**config.mk**
```make
export PLATFORM = sky130hd
export DESIGN_NAME = izh_neuron_ctrl
export DESIGN_NICKNAME = d
export VERILOG_FILES = /design/src/rtl/izh_ctrl_pkg.sv /design/src/rtl/izh_step_timer.sv /design/src/rtl/izh_neuron_ctrl.sv
export SDC_FILE = /design/constraint.sdc
export NUM_CORES = 1
export LEC_CHECK = 0
export ABC_AREA = 1
export ABC_CLOCK_PERIOD_IN_PS = 2500
export CORE_ASPECT_RATIO = 1.2
export CORE_MARGIN = 2
export CORE_UTILIZATION = 34
export CTS_CLUSTER_SIZE = 28
export DETAILED_ROUTE_END_ITERATION = 10
export HOLD_SLACK_MARGIN = 0.08
export REMOVE_ABC_BUFFERS = 1
export SLEW_MARGIN = 20
export SYNTH_ARGS = -nofsm -noshare
export SYNTH_HDL_FRONTEND = slang
export SYNTH_SLANG_ARGS = --single-unit
export TNS_END_PERCENT = 10
```
**constraint.sdc**
```tcl
create_clock -name clk -period 2.5 [get_ports clk]
set_input_delay 0.5 -clock clk [delete_from_list [all_inputs] [get_ports clk]]
set_output_delay 0.5 -clock clk [all_outputs]
set_load 0.01 [all_outputs]
```
**src/rtl/izh_ctrl_pkg.sv**
```systemverilog
// Shared definitions for the Izhikevich neuron controller: FSM state encoding,
// preset selector encoding, the Q8.8 preset parameter sets and the config frame length.
package izh_ctrl_pkg;

    typedef enum logic [1:0] {
        ST_IDLE = 2'd0,
        ST_LOAD = 2'd1,
        ST_RUN  = 2'd2
    } state_t;

    typedef enum logic [1:0] {
        PRESET_RS = 2'd0,
        PRESET_IB = 2'd1,
        PRESET_CH = 2'd2,
        PRESET_FS = 2'd3
    } preset_t;

    typedef struct packed {
        logic signed [15:0] a;
        logic signed [15:0] b;
        logic signed [15:0] c;
        logic signed [15:0] d;
    } params_t;

    localparam int NUM_CFG_BYTES = 8;

    // Regular spiking
    localparam logic signed [15:0] RS_A = 16'sd5;
    localparam logic signed [15:0] RS_B = 16'sd51;
    localparam logic signed [15:0] RS_C = -16'sd16640;
    localparam logic signed [15:0] RS_D = 16'sd2048;
    // Intrinsically bursting
    localparam logic signed [15:0] IB_A = 16'sd5;
    localparam logic signed [15:0] IB_B = 16'sd51;
    localparam logic signed [15:0] IB_C = -16'sd14080;
    localparam logic signed [15:0] IB_D = 16'sd1024;
    // Chattering
    localparam logic signed [15:0] CH_A = 16'sd5;
    localparam logic signed [15:0] CH_B = 16'sd51;
    localparam logic signed [15:0] CH_C = -16'sd12800;
    localparam logic signed [15:0] CH_D = 16'sd512;
    // Fast spiking
    localparam logic signed [15:0] FS_A = 16'sd26;
    localparam logic signed [15:0] FS_B = 16'sd51;
    localparam logic signed [15:0] FS_C = -16'sd16640;
    localparam logic signed [15:0] FS_D = 16'sd512;

    // Returns the full a..d set for a preset selector value.
    function automatic params_t preset_params(input logic [1:0] sel);
        params_t p;
        p = '{a: RS_A, b: RS_B, c: RS_C, d: RS_D};
        case (preset_t'(sel))
            PRESET_IB: p = '{a: IB_A, b: IB_B, c: IB_C, d: IB_D};
            PRESET_CH: p = '{a: CH_A, b: CH_B, c: CH_C, d: CH_D};
            PRESET_FS: p = '{a: FS_A, b: FS_B, c: FS_C, d: FS_D};
            default:   p = '{a: RS_A, b: RS_B, c: RS_C, d: RS_D};
        endcase
        return p;
    endfunction

endpackage

```
**src/rtl/izh_step_timer.sv**
```systemverilog
// Step divider for the neuron core: while active, emits a one-cycle enable pulse
// every step_div+1 cycles. The divisor is captured on entry/restart and at each wrap.
module izh_step_timer (
    input  logic       clk,
    input  logic       reset,
    input  logic       active,
    input  logic       restart,
    input  logic [7:0] step_div,
    output logic       neuron_en
);

    logic [7:0] cnt;
    logic [7:0] div_q;

    // Divider counter; held at zero (and divisor re-captured) while idle or restarting.
    always_ff @(posedge clk) begin
        if (reset) begin
            cnt       <= '0;
            div_q     <= '0;
            neuron_en <= 1'b0;
        end else if (!active || restart) begin
            cnt       <= '0;
            div_q     <= step_div;
            neuron_en <= 1'b0;
        end else if (cnt == div_q) begin
            cnt       <= '0;
            div_q     <= step_div;
            neuron_en <= 1'b1;
        end else begin
            cnt       <= cnt + 8'd1;
            neuron_en <= 1'b0;
        end
    end

endmodule

```
**src/rtl/izh_neuron_ctrl.sv**
```systemverilog
// Izhikevich neuron core sequencer/configurator. Loads a..d from an 8-byte
// little-endian stream into a shadow register or from a built-in preset, commits
// them atomically, paces the core enable and counts returned spikes.
// Optional build macro IZH_CTRL_LOAD_TIMEOUT_EN adds an inter-byte timeout on loads.
module izh_neuron_ctrl
    import izh_ctrl_pkg::*;
#(
    parameter int CNT_W       = 8,
    parameter int TIMEOUT_CYC = 255
) (
    input  logic                    clk,
    input  logic                    reset,
    input  logic                    cfg_valid,
    input  logic [7:0]              cfg_byte,
    output logic                    cfg_ready,
    input  logic                    preset_load,
    input  logic [1:0]              preset_sel,
    input  logic                    run_en,
    input  logic [7:0]              step_div,
    input  logic                    spike_in,
    input  logic                    cnt_clear,
    output logic signed [15:0]      param_a,
    output logic signed [15:0]      param_b,
    output logic signed [15:0]      param_c,
    output logic signed [15:0]      param_d,
    output logic                    params_ready,
    output logic                    neuron_en,
    output logic [CNT_W-1:0]        spike_count,
    output logic                    cfg_error,
    output logic [1:0]              state_o
);

    localparam logic [2:0]       LAST_IDX = 3'(NUM_CFG_BYTES - 1);
    localparam logic [CNT_W-1:0] CNT_MAX  = '1;

    state_t     state;
    params_t    live;
    logic [2:0] byte_idx;
    logic [55:0] shadow;
    logic       cfg_accept;

`ifdef IZH_CTRL_LOAD_TIMEOUT_EN
    localparam int GAP_W = $clog2(TIMEOUT_CYC + 1);
    logic [GAP_W-1:0] gap;
    logic             cfg_error_r;
    assign cfg_error = cfg_error_r;
`else
    logic unused_timeout;
    assign unused_timeout = ^TIMEOUT_CYC;
    assign cfg_error      = 1'b0;
`endif

    assign cfg_ready  = (state != ST_RUN);
    assign cfg_accept = cfg_valid & cfg_ready;
    assign state_o    = state;
    assign param_a    = live.a;
    assign param_b    = live.b;
    assign param_c    = live.c;
    assign param_d    = live.d;

    // Main FSM: shadow loading, atomic commit, presets and run gating.
    always_ff @(posedge clk) begin
        if (reset) begin
            state        <= ST_IDLE;
            byte_idx     <= '0;
            shadow       <= '0;
            live         <= preset_params(PRESET_RS);
            params_ready <= 1'b0;
`ifdef IZH_CTRL_LOAD_TIMEOUT_EN
            gap          <= '0;
            cfg_error_r  <= 1'b0;
`endif
        end else begin
`ifdef IZH_CTRL_LOAD_TIMEOUT_EN
            cfg_error_r <= 1'b0;
`endif
            if (preset_load) begin
                live         <= preset_params(preset_sel);
                params_ready <= 1'b1;
                byte_idx     <= '0;
                if (state == ST_LOAD || (state == ST_RUN && !run_en)) begin
                    state <= ST_IDLE;
                end
            end else begin
                case (state)
                    ST_IDLE: begin
                        if (cfg_accept) begin
                            shadow[7:0] <= cfg_byte;
                            byte_idx    <= 3'd1;
                            state       <= ST_LOAD;
`ifdef IZH_CTRL_LOAD_TIMEOUT_EN
                            gap         <= '0;
`endif
                        end else if (run_en && params_ready) begin
                            state <= ST_RUN;
                        end
                    end
                    ST_LOAD: begin
                        if (cfg_accept) begin
`ifdef IZH_CTRL_LOAD_TIMEOUT_EN
                            gap <= '0;
`endif
                            if (byte_idx == LAST_IDX) begin
                                live.a       <= shadow[15:0];
                                live.b       <= shadow[31:16];
                                live.c       <= shadow[47:32];
                                live.d       <= {cfg_byte, shadow[55:48]};
                                params_ready <= 1'b1;
                                byte_idx     <= '0;
                                state        <= ST_IDLE;
                            end else begin
                                shadow[{byte_idx, 3'b000} +: 8] <= cfg_byte;
                                byte_idx <= byte_idx + 3'd1;
                            end
                        end
`ifdef IZH_CTRL_LOAD_TIMEOUT_EN
                        else if (gap == GAP_W'(TIMEOUT_CYC - 1)) begin
                            byte_idx    <= '0;
                            gap         <= '0;
                            state       <= ST_IDLE;
                            cfg_error_r <= 1'b1;
                        end else begin
                            gap <= gap + 1'b1;
                        end
`endif
                    end
                    ST_RUN: begin
                        if (!run_en) begin
                            state <= ST_IDLE;
                        end
                    end
                    default: state <= ST_IDLE;
                endcase
            end
        end
    end

    // Saturating spike counter; clear wins over a simultaneous spike.
    always_ff @(posedge clk) begin
        if (reset || cnt_clear) begin
            spike_count <= '0;
        end else if (spike_in && spike_count != CNT_MAX) begin
            spike_count <= spike_count + 1'b1;
        end
    end

    izh_step_timer u_step_timer (
        .clk       (clk),
        .reset     (reset),
        .active    ((state == ST_RUN) && run_en),
        .restart   (preset_load),
        .step_div  (step_div),
        .neuron_en (neuron_en)
    );

endmodule

```
==> results by stage, run 1 <==
Synth:
- Counting distinct cell types in the post-synthesis netlist gives 37.
- The async set or reset register ratio after synthesis is 0%.
- Counting flops and latches in the post-synthesis netlist gives roughly 150.
- The sequential share of the synthesized area is 47.7%.
- After synthesis, the largest area contributor takes up 47.7% of total cell area.
- Yosys attributes the largest share of cell area to sky130_fd_sc_hd__dfxtp_1 48%, sky130_fd_sc_hd__nand2_1 11%, sky130_fd_sc_hd__a21oi_1 7.2%.
- Synthesis produced a netlist whose cell count is 797.
- Counting instances in the post-synthesis netlist gives the leading cell types as 194 x sky130_fd_sc_hd__nand2_1, 151 x sky130_fd_sc_hd__dfxtp_1, 91 x sky130_fd_sc_hd__a21oi_1, 82 x sky130_fd_sc_hd__nor2_1, 49 x sky130_fd_sc_hd__inv_1.
- Each instance of the synthesized netlist takes up on average a little under 8 um2.
- The most numerous cell in the Yosys netlist is sky130_fd_sc_hd__nand2_1.
- The number of enable flip-flop cells after synthesis is 0.
- sky130_fd_sc_hd__dfxtp_1 takes more of the synthesized area than any other cell.
- Summing every instance area after synthesis gives roughly 6300 um2.
- For this run, the number of Yosys warnings is 0.
- The prevailing post-synth register cell is sky130_fd_sc_hd__dfxtp_1.

Power:
- VDD sags by at most 0.549 mV.
- The share of power burned in combinational logic is roughly 12%.
- The clock share of power is 47.3%.
- The net switching power is 1530 uW.
- Net switching is 24.0% of the power.
- The internal power of the cells totals 4830 uW.
- For this design the static power due to leakage is approximately 0.0032 uW.
- Of the total power, registers draw around two fifths.
- For this design the ratio of total power to cell area is 766 nW/um2.

GRT:
- The wire length of the first global-routing pass is 27500 um.
- The via count of the first global-routing pass was 5406.
- Entering global routing, the biggest net connects 42 pins.
- The number of antenna violations at the first check in global routing came to 0.
- The overflow left after global routing is 0.
- For this run, the total global-route usage over all layers was measured as 17.5%.

Clock network:
- The TritonCTS buffer count is 17.
- The total clock sinks is 151.
- TritonCTS built the clock tree.
- The H-tree was split into 4 levels.
- The clock passes through at most 2 buffers.
- The clock reaches the later pin of the worst-skew pair after approximately 0.43 ns.
- Gates resized during post-CTS repair numbered 0.
- CTS placed an instance of sky130_fd_sc_hd__clkbuf_16 at the clock tree root.
- The clock transition time at the flip-flop clock pins of the worst setup and hold paths is 0.06 ns.
- Once the clock tree was built, the setup fixing pass inserted 0 buffers.
- The number of hold buffers added after CTS was 0.

Outcome:
- The run finished with clean final reports.

Worst setup path:
- The type of origin of the critical path is a register.
- The type of element capturing the critical path is a primary output.
- The highest fanout seen on the critical path is 6.
- Data on the critical path is required at its endpoint by 2.00 ns.
- For the worst setup path, the data arrival time is 1.65 ns.
- The worst setup path is of the register to primary output kind.
- The setup check on the worst reg-to-reg path leaves a slack of 0.45 ns.

STA:
- The transition time at the pin with the least slew margin is 0.566 ns.
- The final critical delay including setup and external delays is between 2 and 2.5 ns.
- Setup repair after global routing left no endpoint under its margin.
- Setup violations remaining at the end of the flow were counted as 0.
- The setup TNS after final layout is 0 ns.
- Timing would allow up to around 0.46 GHz.
- The worst slew slack as a fraction of its limit is a little over 60%.
- The number of hold violations in the final report is 0.
- The setup clock skew after layout is 0.0125 ns.
- In the finished design, the share of the clock period the worst path needs comes to about 86%.
- The number of pins with negative max-slew slack in the final report is 0.

Placement:
- The count of placed standard cells including taps is 1104.
- The count of buffers from port buffering is 101.
- Detailed placement finished with a half-perimeter wire length of 11800 um.
- Routability-driven placement finished with a final weighted congestion of 0.830.

Cells and area:
- The area growth from synthesis to final layout is 31.1%.
- The count of cells in the finished layout, fillers not included, comes to 1135.
- In the final layout, the share of cells above drive strength 1 is 12.8%.
- The layout has roughly 1800 filler cells.
- The final layout net count is between 900 and 1000.
- 0 antenna diodes ended up in the layout.

Floorplanning:
- Row generation in the floorplan step produced 54 rows.
- The initial core utilization is 34.8%.
- The number of I/O pins is 103.
- In this run the vertical extent of the chip is 154 um.
- The die is ~130 um wide.
- The die covers 19800 um2.
- The floorplan step defined a core boundary enclosing around 18000 um2.

Detailed routing:
- The routed layout has 5613 vias.
- The total wire length is 16900 um.
- The number of design-rule violations left by the first detailed-router iteration is 354.
- The count of nets left with antenna violations once routing finished came out at 0.
- The total DRC errors in the routed layout is 0.
- The iteration count of the initial detailed-routing pass is 5.
- Dividing the detail-routed wire length by the instance count gives 14.9 um.
- The via density per instance is 4.95.

Min path:
- The worst hold path belongs to the class register to register.

Job:
- The max-capacitance violation count is 0.
## worst max-delay path: stages (launching register included)
cell and delay (ns):
sky130_fd_sc_hd__dfxtp_1 0.43, sky130_fd_sc_hd__inv_2 0.08, sky130_fd_sc_hd__nand2_1 0.15, sky130_fd_sc_hd__clkdlybuf4s50_1 0.57
## power by group through the flow
stage	Clock (uW)	Combinational [uW]	Sequential, uW
5_1_grt	3170	864	2590
3_5_place_dp	0	773	2630
6_report	3010	773	2580
3_3_place_gp	0	768	2640
2_1_floorplan	0	394	2650
4_1_cts	3050	778	2580
## placed cells by master, fill, tap and decap left out, types with 2 or more instances in the layout
cell / n
sky130_fd_sc_hd__nor2_2: 3
sky130_fd_sc_hd__clkdlybuf4s50_1: 101
sky130_fd_sc_hd__nand4_1: 8
sky130_fd_sc_hd__nand3_1: 45
sky130_fd_sc_hd__inv_2: 5
sky130_fd_sc_hd__nand2_1: 194
sky130_fd_sc_hd__a21oi_1: 91
sky130_fd_sc_hd__ha_1: 13
sky130_fd_sc_hd__o221a_2: 39
sky130_fd_sc_hd__clkinv_4: 3
sky130_fd_sc_hd__xnor2_1: 5
sky130_fd_sc_hd__nor2_4: 2
sky130_fd_sc_hd__nor3_1: 14
sky130_fd_sc_hd__clkbuf_16: 17
sky130_fd_sc_hd__nor4_1: 3
sky130_fd_sc_hd__nand2_2: 4
sky130_fd_sc_hd__o21ai_0: 18
sky130_fd_sc_hd__nor2_1: 81
sky130_fd_sc_hd__inv_1: 49
sky130_fd_sc_hd__bufinv_16: 7
sky130_fd_sc_hd__nor3_2: 3
sky130_fd_sc_hd__buf_4: 23
sky130_fd_sc_hd__dfxtp_1: 151
sky130_fd_sc_hd__a211oi_1: 6
sky130_fd_sc_hd__xor2_1: 7
sky130_fd_sc_hd__or2_2: 3
## registers in the layout, summed over array words and instances, names as in the netlist
name	count
params_ready	1
state_o	2
spike_count	8
u_step_timer.cnt	8
u_step_timer.div_q	8
shadow	56
param_d	16
param_c	16
u_step_timer.neuron_en	1
param_b	16
param_a	16
byte_idx	3
## kinds of logic (layout without fill, tap and decap cells)
logic type	Yosys count	count (layout)	share of synthesized area, %
adder cells (fa/ha/maj)	13	13	2.57
AO/OA/AOI/OAI	159	159	16.8
AND/OR/NAND/NOR	364	364	24.7
other	1	1	0.0591
flip-flops	151	151	47.7
XOR/XNOR	12	12	1.66
buffers and inverters	97	211	6.53
## layout make-up
class / instances / area [um2] / area share [%]
sequential: 151 / 3020 / 36.4
multi-input combinational: 549 / 2910 / 35.0
timing repair buffer: 125 / 1200 / 14.5
clock buffer: 19 / 443 / 5.33
tap: 224 / 280 / 3.37
clock inverter: 12 / 249 / 3.00
inverter: 55 / 206 / 2.48
## metal layers
| metal | GRT usage (%) | up-vias | wire (um) |
|---|---|---|---|
| met5 | 0 | - | 0 |
| met4 | 6.31 | 0 | 265 |
| met3 | 3.69 | 23 | 684 |
| met2 | 27.9 | 143 | 7900 |
| met1 | 23.4 | 2562 | 8010 |
| li1 | - | 2885 | - |
## stage by stage
stage | total power (uW) | area [um2] | setup slack, ns | utilization [%] | hold slack [ns]
CTS | 6410 | 8310 | 0.338 | 45.6 | 0.455
global placement | 3400 | 7620 | 0.264 | 41.8 | 0.440
floorplan | 3040 | 6130 | -0.233 | - | 0.434
finish | 6360 | 8310 | 0.348 | 45.6 | 0.452
detailed placement | 3410 | 7620 | 0.230 | 41.8 | 0.440
global route | 6630 | 8310 | 0.238 | 45.6 | 0.471
## final timing paths
kind / startpoint / end / cells past startpoint
worst max-delay path: state_o[0]$_SDFFE_PP0P_ / cfg_ready / 3
worst min-delay path: param_b[4]$_SDFFE_PP1P_ / param_b[4]$_SDFFE_PP1P_ / 2
worst max register to register: byte_idx[1]$_SDFFE_PP0P_ / shadow[46]$_SDFFE_PP0P_ / 9
worst min register to register: param_b[4]$_SDFFE_PP1P_ / param_b[4]$_SDFFE_PP1P_ / 2
Power figures use the tool's default switching activity.
==> run 2, diff against run 1 <==
--- a/config.mk
+++ b/config.mk
@@ -10,7 +10,7 @@
 export CORE_ASPECT_RATIO = 1.2
 export CORE_MARGIN = 2
 export CORE_UTILIZATION = 34
-export CTS_CLUSTER_SIZE = 28
+export CTS_CLUSTER_SIZE = 30
 export DETAILED_ROUTE_END_ITERATION = 10
 export HOLD_SLACK_MARGIN = 0.08
 export REMOVE_ABC_BUFFERS = 1
==> results of run 2 <==
Same layout as run 1: the final DEF is identical, and so are final timing and power.
==> run 3, diff against run 2 <==
--- a/config.mk
+++ b/config.mk
@@ -8,12 +8,13 @@
 export ABC_AREA = 1
 export ABC_CLOCK_PERIOD_IN_PS = 2500
 export CORE_ASPECT_RATIO = 1.2
-export CORE_MARGIN = 2
-export CORE_UTILIZATION = 34
+export CORE_UTILIZATION = 50
 export CTS_CLUSTER_SIZE = 30
 export DETAILED_ROUTE_END_ITERATION = 10
 export HOLD_SLACK_MARGIN = 0.08
+export PLACE_DENSITY = 0.75
 export REMOVE_ABC_BUFFERS = 1
+export SETUP_SLACK_MARGIN = 0.02
 export SLEW_MARGIN = 20
 export SYNTH_ARGS = -nofsm -noshare
 export SYNTH_HDL_FRONTEND = slang
==> run 3 against run 2 <==
Against the previous run: setup slack improved by 0.0027 ns; final cell count down 6.3%; total power is 6.5% lower; via count rose by 4.5%; clock skew down 0.0054 ns; register-to-register slack got worse by 0.099 ns; sequential share of layout area up 0.92 points; clock power shrank 14%; fmax up 0.13%; critical path type is now register to register; largest power group unchanged; highest routed layer unchanged.
==> results by stage, run 3 (synthesis results as in run 1) <==
Outcome:
- The flow ran to the end, and the final reports show no timing, DRC or antenna violations.

Worst setup path:
- The master of the slowest instance on the critical path is sky130_fd_sc_hd__nor2_2.
- The cell type with the highest occurrence count on the critical path is sky130_fd_sc_hd__ha_1.
- Traced cell by cell, the critical path runs through buf_4 > ha_1 > ha_1 > inv_1 > nand4_4 > nor2_2 > nand3_1 > nand2_1 > nor2_1.
- The worst stage delay on the critical path is 0.48 ns.
- The critical register-to-register path startpoint is byte_idx[0]$_SDFFE_PP0P_.
- The endpoint identified for the worst register-to-register timing path is shadow[32]$_SDFFE_PP0P_.
- The highest fanout seen on the critical path is 14.
- The setup check on the worst reg-to-reg path leaves a slack of around 0.35 ns.
- Data on the critical path arrives at its endpoint at roughly 2.5 ns.
- The type of element capturing the critical path is a register.
- The type of origin of the critical path is a register.
- The worst reg-to-reg path cell count is 9.
- STA puts the critical path data required time at 2.80 ns.
- The category of the most critical setup path is register to register.

GRT:
- Global routing finished with a remaining overflow of 0.
- Entering global routing, the biggest net connects 44 pins.
- The number of antenna violations at the first check in global routing is 0.
- The via count of the first global-routing pass was 5620.
- The wire length of the first global-routing pass is roughly 26000 um.
- The overall routing resource usage is 25.0%.

Power:
- The design draws 5950 uW.
- Across the VDD grid, the largest voltage drop is between 0.5 and 0.6 mV.
- The power per standard cell area is 734 nW/um2.
- The leakage power total is 0.00316 uW.

Job:
- The tool flagged a number of max-cap violations equal to 0.

Placement:
- The routability-driven placement congestion ratio is 0.919.
- The final HPWL from detailed placement is 11100 um.
- The count of buffers from port buffering is 101.
- Prior to clock tree synthesis, the placed netlist has a worst setup slack of 0.104 ns.

Clock network:
- The clock transition time at the flip-flop clock pins of the worst setup and hold paths is 0.06 ns.
- The later pin in the worst-skew pair is clocked with a latency of between 0.4 and 0.5 ns.
- Buffers added to address setup during post-CTS repair amount to 0.
- Counting along the longest clock path gives a buffer depth of 2.
- For this design, the sink count on the clock tree is about 150.
- The number of H-tree branching levels is 4.
- The root buffer cell chosen for the clock tree is sky130_fd_sc_hd__clkbuf_16.
- TritonCTS built the clock tree.
- Buffers inserted to repair hold after CTS numbered 0.
- The TritonCTS buffer count is 17.
- Gates resized during post-CTS repair numbered 0.

STA:
- For the pin with the worst max-slew slack, the measured transition is 0.617 ns.
- Setup violations remaining at the end of the flow were counted as 0.
- The ratio of final minimum period to clock period is 86.0%.
- The timing-limited maximum frequency is ~0.47 GHz.
- Setup repair after global routing left no endpoint under its margin.
- The number of pins with negative max-slew slack in the final report was 0.
- The number of hold violations in the final report is 0.
- For the final database, setup skew stands at about 0.0071 ns.
- The worst pin sits at a relative slew slack of 58.8%.
- The final worst setup slack is 0.351 ns.
- Hold is met by 0.453 ns.
- The final critical delay including setup and external delays is 2.15 ns.

Min path:
- The worst hold path was traced through 2 stages.
- The capture endpoint of the worst hold path is param_b[1]$_SDFFE_PP1P_.
- The min-delay analysis places its worst path in the category register to register.
- The worst hold path begins at param_b[1]$_SDFFE_PP1P_.

Cells and area:
- The number of flip-flops under the largest register name is 56.
- The storage element area is 3020 um2.
- The footprint of the multi-input gates is 2910 um2.
- The top cell types in the final layout, fill and taps aside, are 194 x sky130_fd_sc_hd__nand2_1, 151 x sky130_fd_sc_hd__dfxtp_1, 101 x sky130_fd_sc_hd__clkdlybuf4s50_1, 91 x sky130_fd_sc_hd__a21oi_1, 81 x sky130_fd_sc_hd__nor2_1.
- The number of antenna diodes in the final layout is 0.
- The library cell used most frequently in the layout, excluding fill and tap cells, is sky130_fd_sc_hd__nand2_1.
- The register name with the most flops is shadow.
- The filler cells instantiated in the layout total 1013.
- The final layout net count is 930.
- Relative to the synthesized area, the layout overhead comes to 27.9%.
- The fraction of final layout cells with drive strength greater than 1 is 12.0%.
- The post-route core utilization is 66.3%.

Detailed routing:
- The number of design-rule violations left by the first detailed-router iteration is 344.
- After detailed routing, the total wire length is 16100 um.
- Once detail routing completed, the nets flagged for antenna violations numbered 0.
- For this run, design rule violations remaining after detail routing come to 0.
- After detailed routing, the number of vias per cell comes to 5.51.
- The first detailed-routing pass ran for 5 iterations.
- The average wire per cell in the routed design is approximately 15 um.
- The number of vias after detailed routing is about 5900.

Floorplanning:
- The die covers 13100 um2.
- The number of core rows is 44.
- The initial utilization of the core area, before any placement, comes to between 50 and 60%.
- The number of I/O pins is 103.
- The floorplan step set the die width to between 100 and 150 um.
- The floorplan step set the die height to about 130 um.
- The placeable core region is 12200 um2.
-- run 3: cell types whose count changed in the layout (fill, tap and decap cells not counted), sizes merged --
cell	delta
buf	-7
clkbuf	+4
clkinvlp	+1
bufinv	-4
clkinv	-2
-- run 3: layout make-up --
cell class / instances / share of cell area, %
clock inverters: 7 / 1.47
inverters: 55 / 2.55
well taps: 161 / 2.48
repair buffers: 118 / 14.4
flip-flops and latches: 151 / 37.3
clock buffers: 23 / 6.02
multi-input cells: 549 / 35.8
-- run 3: metal layers --
layer	vias up	routed length, um	global-route usage (%)
met2	213	8000	43.6
met3	35	915	5.37
met1	2755	6830	29.9
met4	0	365	9.78
met5	-	0	0
li1	2861	-	-
-- run 3: power by group --
group | leakage (uW) | internal, uW | switching (uW)
registers | 0.00123 | 2510 | 71.0
clock network | 0.000291 | 1670 | 936
logic | 0.00164 | 326 | 442
total | 0.00316 | 4500 | 1450
-- run 3: through the flow --
stage          TNS (ns)  instance area, um2  instances
2_1_floorplan     -3.17                6130        755
3_3_place_gp          0                7500       1034
3_5_place_dp          0                7500       1034
4_1_cts               0                8110       1064
5_1_grt               0                8110       1064
6_report              0                8110       1064
-- run 3: critical path: cells and delay by family, from the launching register on --
kind,cells,cell delay [ns]
adders and majority gates,2,0.40
and+or+nand+nor,5,0.98
DFF,1,0.31
buffers and inverters,2,0.34
-- run 3: worst max-delay path by stage --
stage	slack (ns)	endpoint	start	cells past startpoint
finish	0.35	shadow[32]$_SDFFE_PP0P_	byte_idx[0]$_SDFFE_PP0P_	9
global placement	0.18	u_step_timer.cnt[7]$_SDFF_PP0_	preset_load	6
detailed placement	0.10	param_a[3]$_SDFFE_PP0P_	cfg_valid	6
global route	0.22	shadow[39]$_SDFFE_PP0P_	byte_idx[0]$_SDFFE_PP0P_	9
CTS	0.35	cfg_ready	state_o[0]$_SDFFE_PP0P_	3
floorplan	-0.23	param_d[11]$_SDFFE_PP1P_	byte_idx[0]$_SDFFE_PP0P_	7
